[config.mk]
export PLATFORM = sky130hd
export DESIGN_NAME = dtree_walker
export DESIGN_NICKNAME = d
export VERILOG_FILES = /design/src/rtl/dtree_walker.sv
export SDC_FILE = /design/constraint.sdc
export NUM_CORES = 2
export LEC_CHECK = 0
export CORE_MARGIN = 10
export CORE_UTILIZATION = 40
export DETAILED_ROUTE_END_ITERATION = 6
export GPL_TIMING_DRIVEN = 1
export PLACE_DENSITY = 0.66
export SLEW_MARGIN = 40
export SYNTH_ARGS = -nofsm -noshare
export SYNTH_HDL_FRONTEND = slang
export SYNTH_SLANG_ARGS = --single-unit
[constraint.sdc]
create_clock -name clk -period 6.9 [get_ports clk]
set_input_delay 1.035 -clock clk [delete_from_list [all_inputs] [get_ports clk]]
set_output_delay 1.035 -clock clk [all_outputs]
set_load 0.05 [all_outputs]
[src/rtl/dtree_walker.sv]
// Sequential decision-tree classifier: a programmable node table is walked from
// entry 0, one node per clock, until a leaf yields a class or the walk aborts.
module dtree_walker #(
  parameter  int N_FEATURES = 51,
  parameter  int N_NODES    = 64,
  parameter  int CLS_W      = 2,
  parameter  int MAX_DEPTH  = 16,
  localparam int FIDX_W     = $clog2(N_FEATURES),
  localparam int NODE_W     = $clog2(N_NODES),
  localparam int DEPTH_W    = $clog2(MAX_DEPTH + 1)
) (
  input  logic                  clk,
  input  logic                  rst_n,
  input  logic                  cfg_we,
  input  logic [NODE_W-1:0]     cfg_addr,
  input  logic                  cfg_leaf,
  input  logic [FIDX_W-1:0]     cfg_fidx,
  input  logic [NODE_W-1:0]     cfg_lo,
  input  logic [NODE_W-1:0]     cfg_hi,
  input  logic [CLS_W-1:0]      cfg_class,
  output logic                  cfg_busy,
  input  logic                  in_valid,
  output logic                  in_ready,
  input  logic [N_FEATURES-1:0] in_feat,
  output logic                  out_valid,
  input  logic                  out_ready,
  output logic [CLS_W-1:0]      out_class,
  output logic                  out_err,
  output logic [DEPTH_W-1:0]    out_depth
);

  typedef struct packed {
    logic              leaf;
    logic [FIDX_W-1:0] fidx;
    logic [NODE_W-1:0] lo;
    logic [NODE_W-1:0] hi;
    logic [CLS_W-1:0]  cls;
  } node_t;

  typedef enum logic [1:0] {IDLE, WALK, DONE} state_e;

  state_e                state_q;
  node_t                 table_q [N_NODES];
  logic [N_FEATURES-1:0] feat_q;
  logic [NODE_W-1:0]     ptr_q;
  logic [DEPTH_W-1:0]    depth_q;
  logic                  in_ready_q;
  logic                  busy_q;
  logic                  out_valid_q;
  logic [CLS_W-1:0]      out_class_q;
  logic                  out_err_q;
  logic [DEPTH_W-1:0]    out_depth_q;

  node_t                 cur;
  logic                  fidx_ok;
  logic                  tested_bit;
  logic [NODE_W-1:0]     child;
  logic                  walk_err;

  // NOTE: the table is a register file with async reset because a reset must
  // leave entry 0 as a class-0 leaf; a RAM macro could not be cleared this way.
  always_ff @(posedge clk or negedge rst_n) begin
    if (!rst_n) begin
      for (int i = 0; i < N_NODES; i++) table_q[i] <= '0;
    end else if (cfg_we && state_q == IDLE && 32'(cfg_addr) < N_NODES) begin
      // NOTE: non-blocking so every sequential block sees pre-edge values.
      table_q[cfg_addr] <= '{leaf: cfg_leaf, fidx: cfg_fidx, lo: cfg_lo,
                             hi: cfg_hi, cls: cfg_class};
    end
  end

  // NOTE: every signal gets a default first so no latch is inferred.
  always_comb begin
    cur        = '0;
    if (32'(ptr_q) < N_NODES) cur = table_q[ptr_q];
    fidx_ok    = 32'(cur.fidx) < N_FEATURES;
    tested_bit = fidx_ok ? feat_q[cur.fidx] : 1'b0;
    child      = tested_bit ? cur.hi : cur.lo;
    walk_err   = !fidx_ok || (32'(child) >= N_NODES) ||
                 (depth_q == DEPTH_W'(MAX_DEPTH));
  end

  always_ff @(posedge clk or negedge rst_n) begin
    if (!rst_n) begin
      state_q     <= IDLE;
      feat_q      <= '0;
      ptr_q       <= '0;
      depth_q     <= '0;
      in_ready_q  <= 1'b1;
      busy_q      <= 1'b0;
      out_valid_q <= 1'b0;
      out_class_q <= '0;
      out_err_q   <= 1'b0;
      out_depth_q <= '0;
    end else begin
      unique case (state_q)
        IDLE: begin
          if (in_valid) begin
            feat_q     <= in_feat;
            ptr_q      <= '0;
            depth_q    <= '0;
            in_ready_q <= 1'b0;
            busy_q     <= 1'b1;
            state_q    <= WALK;
          end
        end
        WALK: begin
          if (cur.leaf) begin
            out_class_q <= cur.cls;
            out_err_q   <= 1'b0;
            out_depth_q <= depth_q;
            state_q     <= DONE;
          end else if (walk_err) begin
            out_class_q <= '0;
            out_err_q   <= 1'b1;
            out_depth_q <= depth_q;
            state_q     <= DONE;
          end else begin
            ptr_q   <= child;
            depth_q <= depth_q + DEPTH_W'(1);
          end
        end
        DONE: begin
          // Result is captured on entry; valid rises on the following edge.
          if (!out_valid_q) begin
            out_valid_q <= 1'b1;
          end else if (out_ready) begin
            out_valid_q <= 1'b0;
            in_ready_q  <= 1'b1;
            busy_q      <= 1'b0;
            state_q     <= IDLE;
          end
        end
        default: state_q <= IDLE;
      endcase
    end
  end

  assign cfg_busy  = busy_q;
  assign in_ready  = in_ready_q;
  assign out_valid = out_valid_q;
  assign out_class = out_class_q;
  assign out_err   = out_err_q;
  assign out_depth = out_depth_q;

endmodule

# After elaboration in Yosys (flattened, before gate mapping)
# Index checks and enable logic that the tools add are counted.
op_classes:
  add_sub_neg: 1
  n_lt_le_gt_ge: 5
  eq_ne: 9
  muxes: 40
  bitwise: 2
  n_reduce_logical: 13
op_table:
  columns: ["op", "count"]
  rows:
  - ["bitwise mux 1344 bit", 1]
  - ["binary-select mux 21 bit (select 6 bit)", 1]
  - ["demux 21 bit (select 6 bit)", 1]
  - ["two-way mux 21 bit", 3]
  - ["two-way mux 5 bit", 5]
  - ["two-way mux 6 bit", 4]
  - [">= comparator 7 bit (second input constant)", 2]
  - ["two-way mux 2 bit", 7]
  - ["NOT 6 -> 7 bit", 2]
  - ["two-way mux 1 bit", 12]
  - ["one-hot mux 6 bit (2 select lines)", 1]
  - ["AND reduction 4 bit", 3]
  - ["inequality test 2 bit (second input constant)", 5]
  - ["one-hot mux 5 bit (2 select lines)", 1]
  - ["< comparator 6 x 7 -> 1 bit (second input constant)", 1]
  - ["< comparator 7 x 1 -> 1 bit (second input constant)", 1]
  - ["binary-select mux 1 bit (select 6 bit)", 1]
  - ["< comparator 6 bit (second input constant)", 1]
  - ["one-hot mux 2 bit (3 select lines)", 1]
  - ["nonzero test 2 bit", 3]
  - ["adder 5 x 1 -> 5 bit (second input constant)", 1]
  - ["== test 5 bit (second input constant)", 1]
  - ["one-hot mux 1 bit (2 select lines)", 2]
  - ["AND reduction 2 bit", 2]
  - ["7 further kinds", 8]
word_totals:
  register_bits: 1419
  output_inout_bits: 11
  wordCells: 400

# Longest topological paths before layout
depth:
  word_depth: 11
  ltp_mapped: 17
  depth_no_buf: 11

# Least setup slack after synthesis
# No wires, ideal clock.
synth_timing:
  kind: "register to register"
  startpoint: "reg ptr_q[0]"
  endpoint: "reg ptr_q[1]"
  setup_ps: 140
  arrival_ps: 3488
  required_time_ps: 6760
  setup_slack_ps: 3271
  path_stages_with_launch: 12
  path_buffers: 6
  path_cell_list: "dfrtp_1 > buf_6 > buf_2 > buf_4 > clkbuf_1 > buf_2 > buf_2 > mux4_2 > mux4_2 > mux4_2 > o2111ai_1 > o221ai_1"
synth_between:
  elab_chain_len: 11
  elab_cells_between_ends: 17
  cone_classes: "order compare (1); eq/ne (2); mux (10); bitwise (1); reduce/logical (3)"
synth_lines:
  columns: ["item", "line", "text"]
  rows:
  - ["start: declaration", "45", "logic [NODE_W-1:0] ptr_q;"]
  - ["start signal: assignment", "119", "ptr_q <= child;"]
  - ["NOT 6 -> 7 bit (implied by the code) *", "75", "if (32'(ptr_q) < N_NODES) cur = table_q[ptr_q];"]
  - ["binary-select mux 21 bit (select 6 bit) *", "75", null]
  - ["two-way mux 21 bit (implied by the code) * (2 in series)", "75", null]
  - ["binary-select mux 1 bit (select 6 bit)", "77", "tested_bit = fidx_ok ? feat_q[cur.fidx] : 1'b0;"]
  - ["two-way mux 1 bit (implied by the code)", "77", null]
  - ["two-way mux 1 bit", "77", null]
  - ["two-way mux 6 bit", "78", "child = tested_bit ? cur.hi : cur.lo;"]
  - ["two-way mux 6 bit", "113", "end else if (walk_err) begin"]
  - ["two-way mux 6 bit", "108", "if (cur.leaf) begin"]
  - ["one-hot mux 6 bit (2 select lines)", "96", "unique case (state_q)"]
# Every way passes the cells marked *; elsewhere a longest branch is shown, timed or not. The select of a mux whose other input is x is not followed.
# A chain may end at the register's enable or synchronous reset.

# Worst setup path after layout
layout_timing:
  startpoint: "reg ptr_q[0]"
  endpoint: "reg depth_q[0]"
layout_between:
  elab_chain_len: 9
  elab_cells_between_ends: 10
  cone_classes: "order compare (1); eq/ne (2); mux (3); bitwise (1); reduce/logical (3)"
layout_lines:
  columns: ["item", "line", "text"]
  rows:
  - ["NOT 6 -> 7 bit (implied by the code) *", "75", null]
  - ["binary-select mux 21 bit (select 6 bit) *", "75", null]
  - ["two-way mux 21 bit (implied by the code) * (2 in series)", "75", null]
  - ["< comparator 6 bit", "76", "fidx_ok = 32'(cur.fidx) < N_FEATURES;"]
  - ["zero test 1 bit", "79", "walk_err = !fidx_ok || (32'(child) >= N_NODES) ||"]
  - ["logical OR 1 bit", "79", null]
  - ["inequality test 2 bit (no line)", null, null]
  - ["AND reduction 4 bit (no line) *", null, null]
  - ["end signal: assignment", "120", "depth_q <= depth_q + DEPTH_W'(1);"]
  - ["end: declaration", "46", "logic [DEPTH_W-1:0] depth_q;"]
# Marked as above.

==> flow_summary_export.csv <==
group,metric,value,unit
critical_path,start_kind,"flip-flop",
layout,area_delta_synth_final,13.0,%
placement,hpwl,99200,µm
global_routing,grt_pass1_wl,258000,µm
route,drc_errors,0,
route,vias,35700,
power,power_leakage,34.1,nW
floorplan,die_h,421,µm
global_routing,antenna_found_initial,13,
clocking,h-tree-depth,4,
synth,avgSynthCellArea,16.2,µm²
layout,final_net_count,4024,
timing,worstMarginPinSlew,0.869,ns
timing,finalCritPeriodShare,72.4,%
outcome,status,"finished clean",
critical_path,cp.required,7.58,ns
placement,place.gp.congestion,0.813,
critical_path,path_max_fanout,26,
synth,yosys_warnings,0,
clocking,cts_tree,"built",
global_routing,grt_usage,19.3,%
timing,setup_viol,0,
floorplan,dieArea,177000,µm²
timing,rsz0062_at_grt,"false",
floorplan,io-pin-count,94,
clocking,clkLatencyLatePin,0.79,ns
timing,clock_skew,0.0270,ns
global_routing,grt_pass1_vias,37300,
power,seqPwrFrac,43.7,%
clocking,post_cts_buffers,0,
hold_path,min_path_type,"input port to asynchronous set/reset pin",
flow_run,max-cap-violations,0,
synth,synth_edf_count,0,
route,via_per_inst,5.74,
clocking,clock-sinks,1419,
placement,io_buffers,93,
global_routing,grt_overflow_total,0,
power,clock_power_share,34.8,%
clocking,ctsRootBufferMaster,"clkbuf_16",
synth,yosysTopAreaCell,"dfrtp_1",
synth,synth_cell_types,53,
clocking,cts_made_buffers,150,
global_routing,grt_start_max_net_pins,147,
placement,dp_cells,5943,
clocking,cts-hold-fix-buffers,0,
synth,synth_flop_cell,"dfrtp_1",
synth,synth_common_cells,"dfrtp_1, mux2_2, mux4_2",
power,ir_worst_vdd,0.231,mV
timing,slew_viol_final,0,
critical_path,critical_path_class,"flip-flop to flip-flop",
route,ant_nets,0,
route,routed_wl,173000,µm
floorplan,die_x,421,µm
timing,post-route-min-period,5.00,ns
synth,yosys.area.top_type_share,55.1,%
synth,synth.most_common_cell,"dfrtp_1",
floorplan,start_util,40.2,%
clocking,cts-resized-gates,0,
route,dr.pass1.iters,7,
synth,synth_fp_nets,4063,
timing,final-hold-violation-count,0,
timing,fmax,200,MHz
power,combPwrFrac,21.5,%
clocking,clk_pin_slew_worst_paths,0.06,ns
synth,ys_seq_area_share,55.2,%
power,power_switching_share,28.4,%
timing,max-slew-margin-rel,41.9,%
critical_path,cp-end-kind,"flip-flop",
synth,synth-seq-cells,1419,
synth,async_flop_share,100,%
route,initialDrtViolationCount,2771,
floorplan,num_rows,147,
route,wire_per_inst,27.8,µm
synth,synth_area_leaders,"dfrtp_1, mux2_2, mux4_2",
critical_path,arrival,5.68,ns
layout,fillers,13700,
floorplan,core-area,160000,µm²
synth,syn_inst,3978,
timing,tns,0,ns
layout,drive_gt1_share,55.3,%
power,powerDensity,322,nW/µm²
power,power_switching,6.65,mW
power,p_int,16.8,mW
clocking,ctsLongestPathBuffers,3,
synth,netlist_area,64400,µm²
layout,fin_cells,6218,
-- critical path: stages, from the launching register on --
cell,delay [ns]
dfrtp_4,0.60
buf_12,0.28
buf_4,0.38
mux4_2,0.55
mux4_2,0.49
nand2b_1,0.17
a211oi_2,0.59
o211ai_2,0.23
a211oi_2,0.38
and2_1,0.60
nor2_1,0.27
mux2_2,0.33
-- stage by stage --
stage                     hold WS [ns]  util (%)  setup WS, ns  total power, mW  instance area, µm²
after detailed placement         0.458      42.2          1.76             15.4               67600
after global placement           0.448      42.0          1.75             15.2               67300
after CTS                        0.236      45.3          1.74             23.6               72500
after floorplan                  0.472         -          3.27             13.7               64400
final                            0.257      45.4          1.90             23.4               72700
after global routing             0.247      45.4          1.64             24.4               72700
-- layout by cell type (no fill, tap or decap), types with 6 or more instances in the layout --
cell type           n
dfrtp_1          1412
buf_16              6
inv_1               9
o21ai_0             6
nor2_1             23
nor2_2             12
mux4_2            410
o2111ai_1           6
clkdlybuf4s50_1    71
clkbuf_1           38
a22oi_1            23
clkbuf_16         155
buf_12             16
inv_6               8
buf_2              17
nand2_4            19
mux2i_1            60
buf_4              91
nand2_1            66
clkinv_2           16
mux2_2           1405
bufinv_16           8
clkbuf_8           33
a21oi_1             8
nor2b_1            12
nand2b_1            9
nand3_1            14
-- state kept, by name, summed over array words and instances (netlist names) --
name	cells
in_ready	1
out_class	2
cfg_busy	1
out_valid	1
depth_q	5
state_q	2
table_q	1344
ptr_q	6
feat_q	51
out_err	1
out_depth	5
-- area by class of cell --
class                   instances  area, µm²  share of cell area (%)
multi-input cells            2150      27400                    37.7
clock buffers                 226       4480                    6.16
diodes                          5       12.5                  0.0172
well taps                    2160       2700                    3.72
clock inverters                40        472                   0.649
flip-flops and latches       1419      35500                    48.9
repair buffers                207       2040                    2.80
inverters                      11       41.3                  0.0568
-- power by group through the flow --
stage	logic, mW	registers, mW	clock network [mW]
floorplan	3.67	10.1	0
global placement	4.82	10.4	0
detailed placement	5.02	10.4	0
CTS	5.03	10.2	8.30
global route	5.38	10.4	8.64
finish	5.03	10.2	8.14
-- cell families (layout without fill, tap and decap cells) --
group           count (synthesis)  count (layout)  synth area share [%]
compound gates                 74              74                 0.861
simple gates                  196             196                  1.42
flops                        1419            1419                  55.2
fa+ha+maj                       2               2                0.0389
xor+xnor                        3               3                0.0408
mux                          1875            1875                  39.9
buf+inv                       409             484                  2.60
other cells                     0               5                     0
-- path summary, 6_finish.rpt --
path,to,startpoint,cells past startpoint,slack (ns)
min in group clk,in_ready$_DFFE_PN1P_,in_ready$_DFFE_PN1P_,2,0.47
min reg2reg,in_ready$_DFFE_PN1P_,in_ready$_DFFE_PN1P_,2,0.47
min,table_q[621]$_DFFE_PN0P_,rst_n,1,0.26
max reg2reg,depth_q[0]$_DFFE_PN0P_,ptr_q[0]$_DFFE_PN0P_,11,1.90
max in group asynchronous,table_q[683]$_DFFE_PN0P_,rst_n,3,4.96
max,depth_q[0]$_DFFE_PN0P_,ptr_q[0]$_DFFE_PN0P_,11,1.90
-- metal layers --
layer	up-vias	track usage (%)	wire length, µm
met5	-	0	103
met4	16	6.94	6180
met3	337	4.32	10300
met2	921	30.9	82300
met1	19700	25.7	73900
li1	14800	-	-
No activity file was read; power rests on OpenSTA's default activity.
